==> src/rtl/wb_stage_param.sv <==
// Write-back stage with a small committed-write history for operand forwarding.
// The wb_* register feeds the register file one cycle after the MEM/WB entry
// is sampled. Every committed write also enters a HIST_DEPTH-deep shift
// register. NUM_RD lookup ports search that history combinationally.
// Legal parameter ranges: HIST_DEPTH 1..8, NUM_RD 1..4.
module wb_stage_param #(
  parameter int DATA_W     = 32,
  parameter int REG_AW     = 5,
  parameter int HIST_DEPTH = 2,
  parameter int NUM_RD     = 2
) (
  input  logic                       clk,
  input  logic                       reset,
  input  logic                       stall_in,
  input  logic                       flush_in,
  input  logic                       memwb_valid_in,
  input  logic [REG_AW-1:0]          memwb_reg_in,
  input  logic [DATA_W-1:0]          memwb_data_in,
  output logic                       wb_valid_out,
  output logic [REG_AW-1:0]          wb_reg_out,
  output logic [DATA_W-1:0]          wb_data_out,
  input  logic [NUM_RD*REG_AW-1:0]   fwd_addr_in,
  output logic [NUM_RD-1:0]          fwd_hit_out,
  output logic [NUM_RD*DATA_W-1:0]   fwd_data_out,
  output logic [31:0]                retire_count_out
);

  // Write-back register
  logic                               wb_valid_q, wb_valid_d;
  logic [REG_AW-1:0]                  wb_reg_q,   wb_reg_d;
  logic [DATA_W-1:0]                  wb_data_q,  wb_data_d;

  // History, entry 0 is the newest committed write
  logic [HIST_DEPTH-1:0]              hist_vld_q,  hist_vld_d;
  logic [HIST_DEPTH-1:0][REG_AW-1:0]  hist_reg_q,  hist_reg_d;
  logic [HIST_DEPTH-1:0][DATA_W-1:0]  hist_data_q, hist_data_d;

  logic [31:0]                        retire_cnt_q, retire_cnt_d;

  logic                               capture;
  logic                               commit;

  // A capture happens only when neither flush nor stall is active; a commit is
  // a capture that really writes a non-zero register.
  assign capture = !flush_in && !stall_in;
  assign commit  = capture && memwb_valid_in && (memwb_reg_in != '0);

  // Next-state: flush beats stall, stall beats capture.
  always_comb begin
    wb_valid_d   = wb_valid_q;
    wb_reg_d     = wb_reg_q;
    wb_data_d    = wb_data_q;
    hist_vld_d   = hist_vld_q;
    hist_reg_d   = hist_reg_q;
    hist_data_d  = hist_data_q;
    retire_cnt_d = retire_cnt_q;

    if (flush_in) begin
      // Squash only the write-back register; history and counter keep their state.
      wb_valid_d = 1'b0;
      wb_reg_d   = '0;
      wb_data_d  = '0;
    end else if (capture) begin
      wb_valid_d = memwb_valid_in && (memwb_reg_in != '0);
      wb_reg_d   = memwb_reg_in;
      wb_data_d  = memwb_data_in;
      if (commit) begin
        for (int i = HIST_DEPTH - 1; i >= 1; i--) begin
          hist_vld_d[i]  = hist_vld_q[i-1];
          hist_reg_d[i]  = hist_reg_q[i-1];
          hist_data_d[i] = hist_data_q[i-1];
        end
        hist_vld_d[0]  = 1'b1;
        hist_reg_d[0]  = memwb_reg_in;
        hist_data_d[0] = memwb_data_in;
        retire_cnt_d   = retire_cnt_q + 32'd1;
      end
    end
  end

  // State registers with asynchronous clear; a stalled entry is simply lost on reset.
  always_ff @(posedge clk or posedge reset) begin
    if (reset) begin
      wb_valid_q   <= 1'b0;
      wb_reg_q     <= '0;
      wb_data_q    <= '0;
      hist_vld_q   <= '0;
      hist_reg_q   <= '0;
      hist_data_q  <= '0;
      retire_cnt_q <= '0;
    end else begin
      wb_valid_q   <= wb_valid_d;
      wb_reg_q     <= wb_reg_d;
      wb_data_q    <= wb_data_d;
      hist_vld_q   <= hist_vld_d;
      hist_reg_q   <= hist_reg_d;
      hist_data_q  <= hist_data_d;
      retire_cnt_q <= retire_cnt_d;
    end
  end

  assign wb_valid_out     = wb_valid_q;
  assign wb_reg_out       = wb_reg_q;
  assign wb_data_out      = wb_data_q;
  assign retire_count_out = retire_cnt_q;

  logic [NUM_RD-1:0]             fwd_hit_c;
  logic [NUM_RD-1:0][DATA_W-1:0] fwd_data_c;
  logic [NUM_RD-1:0][REG_AW-1:0] fwd_addr_c;

  // Forwarding lookup: scan oldest to newest so the newest match wins. Only
  // registered history is searched, never the incoming memwb_* entry.
  always_comb begin
    fwd_hit_c  = '0;
    fwd_data_c = '0;
    fwd_addr_c = '0;
    for (int k = 0; k < NUM_RD; k++) begin
      fwd_addr_c[k] = fwd_addr_in[k*REG_AW +: REG_AW];
      for (int i = HIST_DEPTH - 1; i >= 0; i--) begin
        if (hist_vld_q[i] && (hist_reg_q[i] == fwd_addr_c[k])) begin
          fwd_hit_c[k]  = 1'b1;
          fwd_data_c[k] = hist_data_q[i];
        end
      end
      // Register 0 never forwards, and nothing forwards while reset is held.
      if ((fwd_addr_c[k] == '0) || reset) begin
        fwd_hit_c[k]  = 1'b0;
        fwd_data_c[k] = '0;
      end
    end
  end

  assign fwd_hit_out  = fwd_hit_c;
  assign fwd_data_out = fwd_data_c;

endmodule

==> config.mk <==
export PLATFORM = sky130hd
export DESIGN_NAME = wb_stage_param
export DESIGN_NICKNAME = d
export VERILOG_FILES = /design/src/rtl/wb_stage_param.sv
export SDC_FILE = /design/constraint.sdc
export NUM_CORES = 1
export LEC_CHECK = 0
export ABC_CLOCK_PERIOD_IN_PS = 8650
export BUFFER_PORTS_ARGS = -buffer_cell sky130_fd_sc_hd__buf_2
export CORE_UTILIZATION = 45
export DETAILED_ROUTE_END_ITERATION = 6
export GPL_TIMING_DRIVEN = 0
export PLACE_DENSITY = 0.67
export SETUP_SLACK_MARGIN = 0.02
export SYNTH_ARGS = -nofsm -noshare
export SYNTH_HDL_FRONTEND = slang
export SYNTH_SLANG_ARGS = --single-unit
==> constraint.sdc <==
create_clock -name clk -period 8.65 [get_ports clk]
set_clock_uncertainty 0.15 [all_clocks]
set_input_delay 0.4325 -clock clk [delete_from_list [all_inputs] [get_ports clk]]
set_output_delay 0.4325 -clock clk [all_outputs]
set_load 0.005 [all_outputs]
==> results of run 1 <==
==> power groups by stage <==
stage	clock network (mW)	logic [mW]	registers, mW
3_3_place_gp	0	0.260	0.859
2_1_floorplan	0	0.181	0.845
3_5_place_dp	0	0.268	0.863
5_1_grt	0.769	0.307	0.865
6_report	0.726	0.267	0.851
4_1_cts	0.743	0.271	0.851
==> state kept, by name, indices dropped and copies added (netlist names) <==
name and cells:
wb_data_out 32, hist_vld_q 2, wb_reg_out 5, wb_valid_out 1, hist_reg_q 10, hist_data_q 64
retire_count_out 32
==> kinds of logic after synthesis <==
family                     after synthesis
DFF                                    146
AOI/OAI and AO/OA                       10
and+or+nand+nor                        389
buffers and inverters                   48
adders and majority gates                1
xor gates and xnor gates                51
muxes                                  101
==> layer usage <==
| layer | part of all wire (%) | vias up | routed length (um) |
|---|---|---|---|
| li1 | - | 2836 | - |
| met1 | 46 | 2750 | 8460 |
| met2 | 45 | 192 | 8190 |
| met3 | 6.7 | 24 | 1220 |
| met4 | 1.8 | 2 | 337 |
| met5 | 0.055 | - | 10 |
==> placed cells by master, fill, tap and decap left out, types with 2 or more instances in the layout <==
cell type,netlist,final
nand2_1,230,230
buf_2,7,194
dfrtp_1,146,146
nor2_1,108,108
mux2i_1,101,101
clkbuf_1,27,27
xnor2_1,26,26
xor2_1,24,24
clkbuf_16,0,17
nand3_1,14,14
nand4_1,8,8
and3_1,7,7
nor4_1,6,6
buf_1,6,6
clkinv_2,0,5
clkinv_4,0,5
inv_1,5,4
nor3_1,4,4
inv_2,3,3
a22o_1,3,3
and4_1,2,2
and2_1,2,2
or4_1,2,2
o221ai_1,2,2
o21ai_1,2,2
clkbuf_8,0,2
bufinv_16,0,2
==> worst max path at each step <==
stage	cells past startpoint	end	startpoint	slack [ns]
finish	8	fwd_data_out[12]	reset	4.88
global placement	6	fwd_data_out[42]	reset	0.27
floorplan	4	fwd_data_out[22]	reset	3.09
CTS	8	fwd_data_out[42]	reset	4.78
detailed placement	9	fwd_data_out[12]	fwd_addr_in[3]	5.29
global route	8	fwd_data_out[42]	reset	4.57
==> worst min-delay path, stage by stage <==
cell and delay, ns:
buf_2 0.09, nand2_1 0.04, nand2_1 0.05
==> final cells by class <==
| cell class | count | area [um2] |
|---|---|---|
| Clock buffer | 19 | 453 |
| Clock inverter | 13 | 136 |
| Antenna cell | 1 | 2.50 |
| Fill cell | 1422 | 6390 |
| Buffer | 40 | 159 |
| Timing Repair Buffer | 189 | 973 |
| Inverter | 8 | 35.0 |
| Multi-Input combinational cell | 552 | 3160 |
| Sequential cell | 146 | 3650 |
| Tap cell | 188 | 235 |
==> timing repair <==
action | CTS | global route
endpoints found under the hold margin | 51 | 0
hold buffers | 1 | 0
resized for setup | 0 | 0
==> through the flow <==
stage                     hold WS (ns)  cells  power [mW]  instance area (um2)  setup slack (ns)
after detailed placement         0.307   1122        1.13                 8210              5.29
after global placement           0.309   1121        1.12                 8180             0.268
after CTS                       0.0497   1155        1.86                 8810              4.78
after floorplan                  0.301    746        1.03                 7000              3.09
final                           0.0702   1156        1.84                 8810              4.88
after global routing            0.0697   1156        1.94                 8810              4.57
==> results.md, run 1 <==
- Status: finished clean
- First-pass GRT wire length: about 30 mm
- Clock-pin slew on the worst setup and hold paths: around 0.060 ns
- Post-synthesis cell type count: 33
- Peak supply drop: between 0.1 and 0.15 mV
- Main flop type after synthesis: dfrtp_1
- Initial antenna violation count: 2
- Hold WC Path Type: input port to register
- Mapped Cells: about 750
- R2R cell count: 6
- H-tree depth: 4
- I/O pin cnt: 188
- Worst Setup Path Type: input port to output pin
- Reg2Reg Capture Point: retire_count_out[20]$_DFFE_PP0P_
- Die Y: ~130 um
- Sink Count: 146
- Hold_sp: memwb_data_in[21]
- Post-Synth Simple-Gate Area: between 20% and 30%
- Gr usage total: between 20% and 30%
- Crit path time final: between 3 and 4 ns
- Psw: 0.515 mW
- Most frequent cell after synthesis: nand2_1
- Routed wire length: ~18 mm
- Maximum clock insertion buffer count: 2
- Count of final setup violators: 0
- Largest net degree at the start of global routing: 98
- CP max stage cell: dlygate4sd3_1
- Commonest cells in the netlist: 230 x nand2_1, 146 x dfrtp_1, 108 x nor2_1
- Detailed Routing Iterations Pass 1: 4
- M1 GR Usage: between 30% and 40%
- Logic pwr share: between 10 and 15%
- RSZ-0062 raised after global routing: false
- Crit-path max FO: between 90 and 100
- DR iter-0 viols: around 270
- Sw frac: between 20% and 30%
- Int Pwr: between 1 and 1.5 mW
- Clock Latency Late Sink: around 0.42 ns
- Clock share of power: between 30% and 40%
- Synth Area in Adders: less than 1%
- Data required time of the critical path: roughly 8.1 ns
- Util after Layout: between 50 and 60%
- CP arrival: between 3 and 4 ns
- TritonCTS clock tree: yes
- Via count: approximately 5800
- Routed wire per std cell: about 16 um
- Sequential power share: 46.2%
- Total CTS buffers: 17
- Die Area: roughly 0.016 mm2
- Worst-Margin Slew: between 0.9 and 1 ns
- Mux share of post-synthesis cell area: between 10% and 20%
- Site row count: 45
- GRT busiest layer: met2
- Pwr per Cell Area: 209 mW/mm2
- Sequential area share after synthesis: between 50% and 60%
- Hold Violations, Final: 0
- Vias/cell: ~5.0
- Hold Path Sink: hist_data_q[21]$_DFFE_PP0P_
- Core Region: ~0.015 mm2
- MaxCap Viol Count: 0
- CP most frequent cell: buf_2
- Met3 usage: between 6 and 7%
- Lkg Pwr: about 4.6 nW
- Synth area leaders: dfrtp_1 52%, mux2i_1 14%, nand2_1 12%, nor2_1 5.8%, xnor2_1 3.3%
- RD Place Congestion: 0.804
- Asr flop ratio synth: between 90% and 100%
- Syn Std Cell Area: between 0.007 and 0.008 mm2
- Critical path cell sequence: dlygate4sd3_1 -> buf_2 -> inv_6 -> buf_16 -> o221ai_1 -> clkbuf_1 -> nor2_1 -> buf_2
- Final slew viol count: 0
- Avg Cell Area, Syn: between 9 and 10 um2
- Synth Area in XOR/XNOR: under 10%
- Rel. slew slack: approximately 36%
- Synthesized Nets: about 800
- Complex-gate fraction of the synthesized area: 1.34%
- Count of input and output buffers: between 150 and 200
- Hold Path Depth: 3
- Worst path top cell family by delay: buffers and inverters
- EDFF count, synth: 0
- Final ANT Viol Nets: 0
- Initial core utilization: 46.1%
- DRC: 0
- Worst path bufs/invs: 6
- Fmax: about 0.27 GHz
- Area leader, netlist: dfrtp_1
- Layout cells sized above 1: approximately a quarter
- Post-CTS Setup Bufs: 0
- Setup TNS: 0 ns
- Synth top area share: a little over half
- Overflow after GRT: 0
- Largest family of logic cells by synthesized area: simple AND/OR/NAND/NOR gates
- Vias in the first global route: ~5700
- Yosys reg bits: roughly 150
- Met2 GRT Util: a little under two fifths
- HPWL after DPL: roughly 13 mm
- Crit start category: input port
- Setup slack, reg-to-reg: ~6.4 ns
- Tcrit/Tclk final: between 40% and 50%
- CP max stage delay: around 0.53 ns
- Die width: 127 um
- Nets: roughly 1000
- Root Buffer: clkbuf_16
- Yosys warns: 0
- CP endpoint kind: output pin
- Area Growth Syn to Fin: 25.8%
- R2R Path Start: retire_count_out[4]$_DFFE_PP0P_
(Power assumes the default switching activity.)
==> inputs of run 2 (changes only) <==
ABC_CLOCK_PERIOD_IN_PS = 3160   (was 8650)
PLACE_DENSITY = 0.7   (was 0.67)
clock period = 3.16 ns   (was 8.65 ns; I/O delays follow)
==> results.md, run 2 (same netlist as run 1, synthesis figures left out) <==
- Status: finished clean
- Worst setup margin: 0.165 ns (-4.72 ns)
- Area Growth Syn to Fin: 32.1%
- Count of final setup violators: 0 (unchanged)
- Clock Latency Late Sink: 0.42 ns (about the same)
- Fmax: roughly 0.33 GHz
- Psw: 1.41 mW (+170%)
- DRC: 0 (unchanged)
- Rel. slew slack: 34.2% (-2.0 points)
- Commonest cells after routing, fill and taps aside: 230 x nand2_1, 193 x buf_2, 146 x dfrtp_1, 108 x nor2_1, 101 x mux2i_1
- Routed wire per std cell: 15.9 um (+0.84%)
- Root Buffer: clkbuf_16
- Via count: 6089 (+4.9%)
- Critical path origin: hist_reg_q[3]$_DFFE_PP0P_
- HPWL after DPL: 13.1 mm (+1.1%)
- First-pass GRT wire length: 30.6 mm (+2.2%)
- Worst-Margin Slew: 0.981 ns (+0.0246 ns)
- Detailed Routing Iterations Pass 1: 5 (+1)
- Die Area: 0.0161 mm2 (unchanged)
- Setup TNS: 0 ns (unchanged)
- Lkg Pwr: 4.82 nW (+3.8%)
- Clock share of power: 39.3% (about the same)
- Pwr per Cell Area: 555 mW/mm2 (+160%)
- CP endpoint kind: output pin
- Nets: 1047 (+4.0%)
- Core Region: 0.0152 mm2 (unchanged)
- Site row count: 45 (unchanged)
- Total power: 5.13 mW (+180%)
- Vias/cell: 5.10 (+1.5%)
- Initial antenna violation count: 0 (-2)
- Fin Hold WS: 0.0753 ns (+0.00505 ns)
- Routed wire length: 19.0 mm (+4.2%)
- Dpl ws: 0.268 ns (-5.02 ns)
- Final ANT Viol Nets: 0 (unchanged)
- Largest net degree at the start of global routing: 43 (-56%)
- RD Place Congestion: 0.827 (+2.9%)
- Worst Setup EP: fwd_data_out[10]
- Die width: 127 um (unchanged)
- Vias in the first global route: 6002 (+4.8%)
- RSZ-0062 raised after global routing: true
- Placed cell areas: 0.00825 mm2 (+0.47%)
- Sequential power share: 45.5% (-0.7 points)
- Hold Violations, Final: 0 (unchanged)
- Final slew viol count: 0 (unchanged)
- Setup slack, reg-to-reg: 0.92 ns (-5.50 ns)
- R2R cell count: 6 (unchanged)
- Initial core utilization: 46.1% (unchanged)
- Overflow after GRT: 0 (unchanged)
- DR iter-0 viols: 313 (+15%)
- Tcrit/Tclk final: 94.8%
- R2R Path Start: retire_count_out[4]$_DFFE_PP0P_
- Most flop-heavy register: hist_data_q
- Ant diodes: 0 (-1)
- CP arrival: 2.69 ns (-0.50 ns)
- Peak supply drop: 0.353 mV (+170%)
- CP max stage delay: 0.43 ns (-0.10 ns)
- Post-CTS Setup Bufs: 0 (unchanged)
- Worst Setup Path Type: register to output pin
- # fillers: 1323 (-7.0%)
- Clock-pin slew on the worst setup and hold paths: 0.06 ns (about the same)
- Sink Count: 146 (unchanged)
- Crit start category: register
- MaxCap Viol Count: 0 (unchanged)
- I/O pin cnt: 188 (unchanged)
- H-tree depth: 4 (unchanged)
- Reg2Reg Capture Point: retire_count_out[20]$_DFFE_PP0P_
- Layout cells sized above 1: 24.5% (-0.084 points)
- Die Y: 127 um (unchanged)
- Sw frac: 27.6% (-0.38 points)
- Logic pwr share: 15.3% (+0.8 points)
- Critical path cell sequence: xor2_1 -> nor4_1 -> and3_2 -> o221ai_2 -> clkbuf_2 -> nor2_1 -> buf_2
- Gr usage total: 24.7% (+0.66 points)
- Data required time of the critical path: 2.85 ns (-5.22 ns)
- TritonCTS clock tree: yes
- Int Pwr: 3.72 mW (+180%)
- CP max stage cell: dfrtp_1
- Crit path time final: 3.00 ns
- Count of input and output buffers: 187 (unchanged)
- Commonest non-fill, non-tap cell in the layout: nand2_1
- Max FFs per register: 64 (unchanged)
- Hold WC Path Type: input port to register
- Crit-path max FO: 10 (-90%)
- Maximum clock insertion buffer count: 2 (unchanged)
- Total CTS buffers: 17 (unchanged)
- Final Cell Area: 0.00925 mm2 (+5.0%)
run 2: metal layers:
layer | GRT usage [%] | up-vias | part of all wire, %
met2 | 39.7 | 199 | 47
met4 | 8.68 | 0 | 1.6
met3 | 5.02 | 23 | 5.3
met5 | 0 | - | 0
li1 | - | 2919 | -
met1 | 33.4 | 2948 | 46
run 2: through the flow:
stage                     utilization [%]  std cells
after floorplan                         -        746
after global placement               53.9       1121
after detailed placement             54.2       1124
after CTS                            60.8       1194
after global routing                 60.9       1195
final                                60.9       1195
run 2: power groups by stage:
| stage | combinational [mW] | clock [mW] | sequential, mW |
|---|---|---|---|
| after floorplan | 0.496 | 0 | 2.31 |
| after global placement | 0.713 | 0 | 2.35 |
| after detailed placement | 0.740 | 0 | 2.36 |
| after CTS | 0.787 | 2.04 | 2.33 |
| after global routing | 0.892 | 2.13 | 2.36 |
| final | 0.784 | 2.01 | 2.33 |
run 2: worst min path at each step:
stage	endpoint	cells after the start	slack, ns	startpoint
2_1_floorplan	hist_data_q[0]$_DFFE_PP0P_	2	0.11	memwb_data_in[0]
3_3_place_gp	hist_data_q[1]$_DFFE_PP0P_	3	0.22	memwb_data_in[1]
3_5_place_dp	wb_reg_out[0]$_DFFE_PP0P_	2	0.21	reset
4_1_cts	hist_reg_q[0]$_DFFE_PP0P_	3	0.06	stall_in
5_1_grt	hist_reg_q[1]$_DFFE_PP0P_	3	0.06	stall_in
6_report	hist_reg_q[0]$_DFFE_PP0P_	3	0.08	stall_in
run 2: worst max-delay path, delay by kind of cell (launching register included):
family / cells / cell delay, ns
AOI/OAI and AO/OA: 1 / 0.26
xor gates and xnor gates: 1 / 0.18
buffers and inverters: 2 / 0.42
DFF: 1 / 0.43
and+or+nand+nor: 3 / 0.99
run 2: final cells by class:
cell class	instances	area, um2	share of cell area, %
repair buffers	230	1400	15.1
inverters	8	33.8	0.365
flip-flops and latches	146	3650	39.5
clock inverters	8	101	1.10
multi-input cells	552	3180	34.3
well taps	188	235	2.54
repair inverters	1	5.00	0.0541
plain buffers	38	161	1.74
clock buffers	24	492	5.31
run 2: timing repair:
action / CTS / global route
gates resized for setup: 2 / 2
gates cloned: 0 / 1
hold buffers: 40 / 0
hold endpoints to repair: 103 / 0
pin swaps: 0 / 0
endpoints found under the setup margin: 61 / 19
